--- src/rtl/msg_pkg.sv ---
// Shared types and constants for the PS/2 message buffer.
package msg_pkg;

  typedef enum logic {
    EDIT,
    SEND
  } state_t;

  localparam int unsigned CHAR_W      = 8;
  localparam logic [7:0]  ASCII_DEL   = 8'd127;
  localparam logic [7:0]  ASCII_SPACE = 8'd32;

endpackage

--- src/rtl/edge_sync.sv ---
// Synchronizes a level into the clock domain and emits a registered
// one-cycle pulse on its rising edge.
module edge_sync #(
  parameter int unsigned SYNC_STAGES = 1
) (
  input  logic clock,
  input  logic reset,
  input  logic async_in,
  output logic rise
);

  logic [SYNC_STAGES-1:0] sync_q;
  logic                   prev_q;
  logic                   rise_q;

  // Sync chain, edge history and registered rise pulse.
  always_ff @(posedge clock) begin
    if (reset) begin
      sync_q <= '0;
      prev_q <= 1'b0;
      rise_q <= 1'b0;
    end else begin
      sync_q[0] <= async_in;
      for (int unsigned i = 1; i < SYNC_STAGES; i++) begin
        sync_q[i] <= sync_q[i-1];
      end
      prev_q <= sync_q[SYNC_STAGES-1];
      rise_q <= sync_q[SYNC_STAGES-1] & ~prev_q;
    end
  end

  assign rise = rise_q;

endmodule

--- src/rtl/ps2_message_buffer.sv ---
// Collects ASCII keystrokes into a fixed-width message with delete editing,
// then holds it and handshakes with the GPIO message transmitter.
module ps2_message_buffer
  import msg_pkg::*;
#(
  parameter int unsigned MSG_CHARS      = 16,
  parameter logic [7:0]  DEL_CODE       = ASCII_DEL,
  parameter int unsigned TIMEOUT_CYCLES = 250_000_000,
  parameter int unsigned TO_W           = 28
) (
  input  logic                        clock,
  input  logic                        reset,
  input  logic                        key_valid,
  input  logic [7:0]                  key_ascii,
  input  logic                        send,
  input  logic                        tx_done,
  output logic [CHAR_W*MSG_CHARS-1:0] message_out,
  output logic [4:0]                  msg_len,
  output logic                        tx_req,
  output logic                        full,
  output logic                        overflow,
  output logic                        tx_error
);

  localparam int unsigned MW    = CHAR_W * MSG_CHARS;
  localparam int unsigned LEN_W = 5;
  localparam logic [TO_W-1:0]  TO_LAST  = TO_W'(TIMEOUT_CYCLES - 1);
  localparam logic [LEN_W-1:0] LEN_FULL = LEN_W'(MSG_CHARS);

  logic key_evt, send_evt, done_evt;

  edge_sync #(.SYNC_STAGES(1)) u_key_sync (
    .clock    (clock),
    .reset    (reset),
    .async_in (key_valid),
    .rise     (key_evt)
  );

  edge_sync #(.SYNC_STAGES(1)) u_send_sync (
    .clock    (clock),
    .reset    (reset),
    .async_in (send),
    .rise     (send_evt)
  );

  // tx_done comes from the transmitter's slow clock domain.
  edge_sync #(.SYNC_STAGES(2)) u_done_sync (
    .clock    (clock),
    .reset    (reset),
    .async_in (tx_done),
    .rise     (done_evt)
  );

  state_t           state_q, state_d;
  logic [MW-1:0]    msg_q, msg_d;
  logic [LEN_W-1:0] len_q, len_d;
  logic [TO_W-1:0]  cnt_q, cnt_d;
  logic             tx_req_q, tx_req_d;
  logic             ovf_q, ovf_d;
  logic             err_q, err_d;
  logic             is_full;

  assign is_full = (len_q == LEN_FULL);

  // State and registered outputs.
  always_ff @(posedge clock) begin
    if (reset) begin
      state_q  <= EDIT;
      msg_q    <= '0;
      len_q    <= '0;
      cnt_q    <= '0;
      tx_req_q <= 1'b0;
      ovf_q    <= 1'b0;
      err_q    <= 1'b0;
    end else begin
      state_q  <= state_d;
      msg_q    <= msg_d;
      len_q    <= len_d;
      cnt_q    <= cnt_d;
      tx_req_q <= tx_req_d;
      ovf_q    <= ovf_d;
      err_q    <= err_d;
    end
  end

  // Editing, send handshake and timeout next-state logic.
  always_comb begin
    state_d = state_q;
    msg_d   = msg_q;
    len_d   = len_q;
    cnt_d   = cnt_q;
    ovf_d   = 1'b0;
    err_d   = 1'b0;
    unique case (state_q)
      EDIT: begin
        if (send_evt) begin
          // A coincident key is discarded; an empty message is never sent.
          if (len_q != '0) begin
            state_d = SEND;
            cnt_d   = '0;
          end
        end else if (key_evt) begin
          if (key_ascii == DEL_CODE) begin
            if (len_q != '0) begin
              for (int unsigned i = 0; i < MSG_CHARS; i++) begin
                if (LEN_W'(i) == len_q - 5'd1) begin
                  msg_d[CHAR_W*(MSG_CHARS-1-i) +: CHAR_W] = '0;
                end
              end
              len_d = len_q - 5'd1;
            end
          end else if (is_full) begin
            ovf_d = 1'b1;
          end else begin
            for (int unsigned i = 0; i < MSG_CHARS; i++) begin
              if (LEN_W'(i) == len_q) begin
                msg_d[CHAR_W*(MSG_CHARS-1-i) +: CHAR_W] = key_ascii;
              end
            end
            len_d = len_q + 5'd1;
          end
        end
      end
      SEND: begin
        cnt_d = cnt_q + 1'b1;
        if (done_evt) begin
          state_d = EDIT;
          msg_d   = '0;
          len_d   = '0;
        end else if (cnt_q == TO_LAST) begin
          // Keep the buffer so the user can resend it.
          state_d = EDIT;
          err_d   = 1'b1;
        end
      end
      default: state_d = EDIT;
    endcase
    tx_req_d = (state_d == SEND);
  end

  assign message_out = msg_q;
  assign msg_len     = len_q;
  assign tx_req      = tx_req_q;
  assign full        = is_full;
  assign overflow    = ovf_q;
  assign tx_error    = err_q;

endmodule

--- config.mk ---
export PLATFORM = sky130hd
export DESIGN_NAME = ps2_message_buffer
export DESIGN_NICKNAME = d
export VERILOG_FILES = /design/src/rtl/msg_pkg.sv /design/src/rtl/edge_sync.sv /design/src/rtl/ps2_message_buffer.sv
export SDC_FILE = /design/constraint.sdc
export NUM_CORES = 1
export LEC_CHECK = 0
export CORE_MARGIN = 2
export CORE_UTILIZATION = 40
export CTS_CLUSTER_SIZE = 40
export DETAILED_ROUTE_END_ITERATION = 10
export HOLD_SLACK_MARGIN = 0.02
export PLACE_DENSITY = 0.7
export SLEW_MARGIN = 25
export SYNTH_ARGS = -nofsm -noshare
export SYNTH_HDL_FRONTEND = slang
export SYNTH_HIERARCHICAL = 1
export SYNTH_SLANG_ARGS = --single-unit
--- constraint.sdc ---
create_clock -name clock -period 2.9 [get_ports clock]
set_input_delay 0.58 -clock clock [delete_from_list [all_inputs] [get_ports clock]]
set_output_delay 0.58 -clock clock [all_outputs]
set_load 0.02 [all_outputs]
# Word-level counts from Yosys, hierarchy flattened
# Cells that the tools add are included.
# Widths: inputs -> output; s select.
totals:
  word_cells: 192
  output_inout_bits: 137
  regBits: 174
  input_bits: 13
classes:
  n_reduce_logical: 23
  addsub: 3
  n_bitwise: 8
  n_eq_ne: 72
  n_mux: 56
op_table:
  columns: ["cell", "n"]
  rows:
  - ["$mux 128", 6]
  - ["$mux 8", 32]
  - ["$pmux 128 s2", 1]
  - ["$reduce_and 7->1", 16]
  - ["$ne 3x3->1 const B", 34]
  - ["$eq 4x5->1 const A", 16]
  - ["$mux 28", 2]
  - ["$pmux 28 s2", 1]
  - ["$eq 3x5->1 const A", 8]
  - ["$mux 5", 6]
  - ["$add 28x1->28 const B", 1]
  - ["$eq 28x28->1 const B", 1]
  - ["$eq 2x5->1 const A", 4]
  - ["$eq 1x5->1 const A", 2]
  - ["$logic_not 5->1", 2]
  - ["$pmux 5 s2", 1]
  - ["$eq 8x7->1 const B", 1]
  - ["$mux 1", 6]
  - ["$ne 2x1->1 const B", 3]
  - ["$add 5x1->5 const B", 1]
  - ["$eq 5x5->1 const B", 1]
  - ["$not 1->1", 5]
  - ["$reduce_and 5->1", 1]
  - ["$reduce_bool 5->1", 1]
  - ["other kinds (7)", 10]

# Logic depth before layout (Yosys ltp)
# Gate-level depths: netlist of the first run.
depth:
  ltp_word: 8
  mapped_depth: 9
  ltp_nobuf: 7

# Hierarchy
# The synthesis of the first run kept the hierarchy.
modules_own_cells:
  columns: ["module", "area_each_um2", "seq_area_each_um2", "cells_per_inst", "instances"]
  rows:
  - ["ps2_message_buffer", 6899.1, 3283.1, 743, 1]
  - ["edge_sync (u_key_sync ...)", 85.1, 60.1, 6, 2]
  - ["edge_sync (u_done_sync)", 111.4, 80.1, 8, 1]

# Least setup slack after synthesis of the first run
# OpenSTA, ideal clock, no wires.
synth_path:
  path_kind: "register to register"
  startpoint: "register len_q[0], in the netlist msg_len[0]"
  endpoint: "register msg_q[30], in the netlist message_out[30]"
  path_stages_with_launch: 9
  slack_ns: 0.084
  setup_ns: 0.136
  t_required_ns: 2.764
  path_buffers: 1
  arrival_ns: 2.681
  period_less_slack_ns: 2.816
  cell_sequence: "dfxtp_1 inv_1 ha_1 nor3b_1 xnor2_1 clkbuf_1 o211ai_1 a21oi_1 o32ai_1"
synth_between:
  elab_chain_len: 4
  word_cells_on_any_way: 10
  cone_classes: "1 x add/sub; 7 x eq/ne; 2 x reduce/logical"
synth_lines:
  columns: ["item", "line_no", "source"]
  rows:
  - ["start, declared", "ps2_message_buffer.sv:56", "logic [LEN_W-1:0] len_q, len_d;"]
  - ["start signal, assigned", "ps2_message_buffer.sv:78", "len_q <= len_d;"]
  - ["$sub 5x1->5", "ps2_message_buffer.sv:106", "if (LEN_W'(i) == len_q - 5'd1) begin"]
  - ["$eq 4x5->1", "ps2_message_buffer.sv:106", null]
  - ["$ne 3x3->1 (no source line)", null, null]
  - ["$reduce_and 7->1 (no source line) *", null, null]
  - ["end signal, assigned", "ps2_message_buffer.sv:77", "msg_q <= msg_d;"]
  - ["end, declared", "ps2_message_buffer.sv:55", "logic [MW-1:0] msg_q, msg_d;"]
# Mark *: on every way between the ends. The rest lies on a longest branch, timed or not.
# A chain may end at the register's enable or synchronous reset.

# Final worst setup path of the first run
layout_path:
  startpoint: "register len_q[1], in the netlist msg_len[1]"
  endpoint: "register msg_q[41], in the netlist message_out[41]"
# Same word-level chain as after synthesis.

==> summary.txt, run 1 <==
Clocking
  – CTS Sinks: 174
  – H-tree level count: 4
  – Clock Tree Root: clkbuf_16
  – CTS tree: yes
  – Clk_lat worst skew: 0.43 ns
  – CTS buffer count: 17
  – Clock tree buffer depth: 2
  – Hold-fix buffers, CTS: 0
  – Post-CTS setup buffer count: 0
  – Post-cts resize count: 0
  – Reg clk slew, reported paths: 0.07 ns

Hold path
  – Hold Path Origin: reset
  – Hold Crit Depth: 2
  – Worst Hold Class: in -> reg
  – Worst Hold End: cnt_q[10]$_SDFFE_PP0P_

STA
  – Slew Viols, Final: 0
  – Final Setup Violations: 0
  – Setup tns final: 0 ns
  – Hold Vio Cnt, Final: 0
  – Clock skew: 0.00942 ns
  – Fin worst setup slack: 0.202 ns
  – RSZ-0062 raised after global routing: no
  – Slew @ Worst Pin: 0.932 ns
  – Min Tclk post-route: 2.70 ns
  – WHS: 0.398 ns
  – Peak Freq: 371 MHz
  – Slew margin rel.: 37.0%
  – Fin crit share: 93.0%

Routing
  – # DRC: 0
  – Antenna-violating nets left: 0
  – Starting DRC count in detailed routing: 334
  – Routed Wire Length: 20.1 mm
  – Drt pass-1 iters: 6
  – Via count: 6336
  – Wire length per cell: 17.4 um
  – Vias/cell: 5.47

Global route
  – Vias in the first global route: 5939
  – Pin count of the biggest net entering global routing: 105
  – Antenna violations before repair: 0
  – GRT overflow: 0
  – First-pass GRT wire length: 31.3 mm
  – GRT Total Usage: 21.4%

Cells and area
  – Nets: 941
  – # fillers: 1600
  – Fin area: 9690 um^2
  – Number of diodes: 0
  – Core occupancy in the finished layout: 55.6%
  – Synth-to-layout area growth: 35.0%
  – Layout cell share with drive strength beyond 1: 11.5%

Synth
  – Share of flip-flops with an asynchronous set or reset: 0%
  – Post-synth top area cell: dfxtp_1
  – Post-Synthesis Cell Area: 7180 um^2
  – Post-synth cell types: 53
  – #FFs+latches synth: 174
  – Post-synth top area share: 48.5%
  – Net Count, Synth: 783
  – Post-synth EDFFs: 0
  – Primary FF master, synth: dfxtp_1
  – Post-Syn Instances: 763
  – Register area share after synthesis: 48.5%
  – Largest cells by area after synthesis: dfxtp_1, o32ai_1, inv_1
  – Avg Cell Area, Syn: 9.41 um^2
  – Ys Warns: 6

Floorplanning
  – IO Pins: 150
  – Initial cell density of the core: 41.2%
  – Die W: 138 um
  – Die ar.: 19000 um^2
  – Std cell rows: 48
  – CORE AREA: 17400 um^2
  – Die H: 138 um

Worst setup path
  – CP max stage delay: 0.52 ns
  – Cell depth of the worst flop-to-flop path: 9
  – Reg2reg start: msg_len[1]$_SDFFE_PP0P_
  – Worst R2R Setup Slack: 0.20 ns
  – CP Buf/Inv Count: 3
  – Worst-path cell chain: inv_1, ha_1, or4b_4, or3_4, a32oi_4, buf_12, a21oi_1, buf_4, o32ai_1
  – Worst Path Max Fanout: 18
  – Kind of end point of the critical path: flop
  – Critical path data arrival time: 3.03 ns
  – Worst R2R End: message_out[41]$_SDFFE_PP0P_
  – Slowest CP cell: or4b_4
  – CP Class: reg -> reg
  – CP Launch Type: flop
  – Top Family by Delay on Critical Path: simple AND/OR/NAND/NOR gates
  – Worst Path Required: 3.23 ns

Placement
  – Hpwl dp: 14.1 mm
  – Worst slack, placed: -0.0817 ns
  – Gp weighted congestion: 0.935
  – Port Buffers: 149
  – Placed inst area: 9130 um^2

Power
  – LEAKAGE: 3.06 nW
  – Peak supply drop: 385 uV
  – Power Density: 495 nW/um^2

Outcome
  – Run status: finished clean

Run
  – Maxcap violations: 0
worst max path at each step:
stage / slack [ns] / from / endpoint / cells after the start
after floorplan: 0.08 / msg_len[0]$_SDFFE_PP0P_ / message_out[30]$_SDFFE_PP0P_ / 8
after global placement: 0.03 / key_ascii[3] / message_out[116]$_SDFFE_PP0P_ / 7
after detailed placement: -0.08 / key_ascii[3] / message_out[28]$_SDFFE_PP0P_ / 7
after CTS: 0.21 / msg_len[1]$_SDFFE_PP0P_ / message_out[23]$_SDFFE_PP0P_ / 8
after global routing: 0.06 / msg_len[1]$_SDFFE_PP0P_ / message_out[61]$_SDFFE_PP0P_ / 8
final: 0.20 / msg_len[1]$_SDFFE_PP0P_ / message_out[41]$_SDFFE_PP0P_ / 9
registers in the layout, summed over array words and instances, names as in the netlist, 2 cells and up:
register / flops
u_done_sync/sync_q: 2
message_out: 128
msg_len: 5
cnt_q: 28
cell families after synthesis:
family	synth area share [%]
AOI/OAI and AO/OA	23.4
xor gates and xnor gates	1.46
adders and majority gates	1.22
buffers and inverters	10.2
DFF	48.5
muxes	1.05
and+or+nand+nor	14.1
through the flow:
stage | std cells | total power, mW
floorplan | 763 | 2.58
global route | 1159 | 4.95
global placement | 1127 | 2.66
finish | 1159 | 4.80
detailed placement | 1127 | 2.66
CTS | 1159 | 4.83
worst register-to-register path, delay by kind of cell (launching register included):
kind | cells | cell delay [ns]
flip-flops | 1 | 0.31
AO/OA/AOI/OAI | 3 | 0.59
AND/OR/NAND/NOR | 2 | 0.95
buffers and inverters | 3 | 0.51
adder cells (fa/ha/maj) | 1 | 0.25
routing by layer:
| layer | GRT usage (%) | share of wire (%) | vias up |
|---|---|---|---|
| li1 | - | - | 3095 |
| met1 | 27.6 | 44 | 3059 |
| met2 | 35.4 | 49 | 161 |
| met3 | 5.23 | 6.1 | 21 |
| met4 | 6.75 | 1.3 | 0 |
| met5 | 0 | 0 | - |
cell type report:
cell class | count | area [um^2] | area share [%]
inverters | 135 | 507 | 5.23
clock buffers | 19 | 433 | 4.47
multi-input cells | 402 | 2970 | 30.6
flip-flops and latches | 174 | 3480 | 35.9
well taps | 225 | 282 | 2.90
repair buffers | 191 | 1890 | 19.5
clock inverters | 13 | 126 | 1.30
where the power goes:
group,total [mW],switching (mW),internal [mW]
logic,0.204,0.128,0.0755
registers,2.41,0.00704,2.40
clock network,2.19,0.983,1.20
layout by cell type (no fill, tap or decap), types with 7 or more instances in the layout:
cell and instances:
nand2_1 31, clkdlybuf4s50_1 148, nor2b_1 9, nand2b_1 8
buf_12 7, and3_1 7, o211ai_1 13, clkbuf_16 17
a211oi_1 9, xor2_1 7, inv_1 135, buf_4 36
or3_1 7, a311oi_2 8, nor2_1 26, o32ai_1 128
a21oi_1 25, and2_1 10, nand4_1 9, nand3_1 24
dfxtp_1 174, ha_1 7
cell usage after synthesis (all sizes together) (9+ instances only):
| library cell | number |
|---|---|
| nand3 | 24 |
| buf | 18 |
| o32ai | 128 |
| nand2 | 31 |
| and2 | 10 |
| a211oi | 9 |
| clkbuf | 34 |
| a21oi | 26 |
| dfxtp | 174 |
| inv | 135 |
| nand4 | 9 |
| nor2 | 34 |
| nor2b | 9 |
| o211ai | 13 |
No activity file was read; power rests on OpenSTA's default activity.
==> inputs of run 2 (changes only) <==
Settings changed: CAP_MARGIN set to 10.
==> results of run 2 <==
The final DEF is identical to that of run 1; final timing and power are the same.
==> inputs of run 3 (changes only) <==
Settings changed: CAP_MARGIN 10 to unset, CTS_CLUSTER_SIZE 40 to unset.
==> results of run 3 <==
The final DEF is identical to that of run 1; final timing and power are the same.
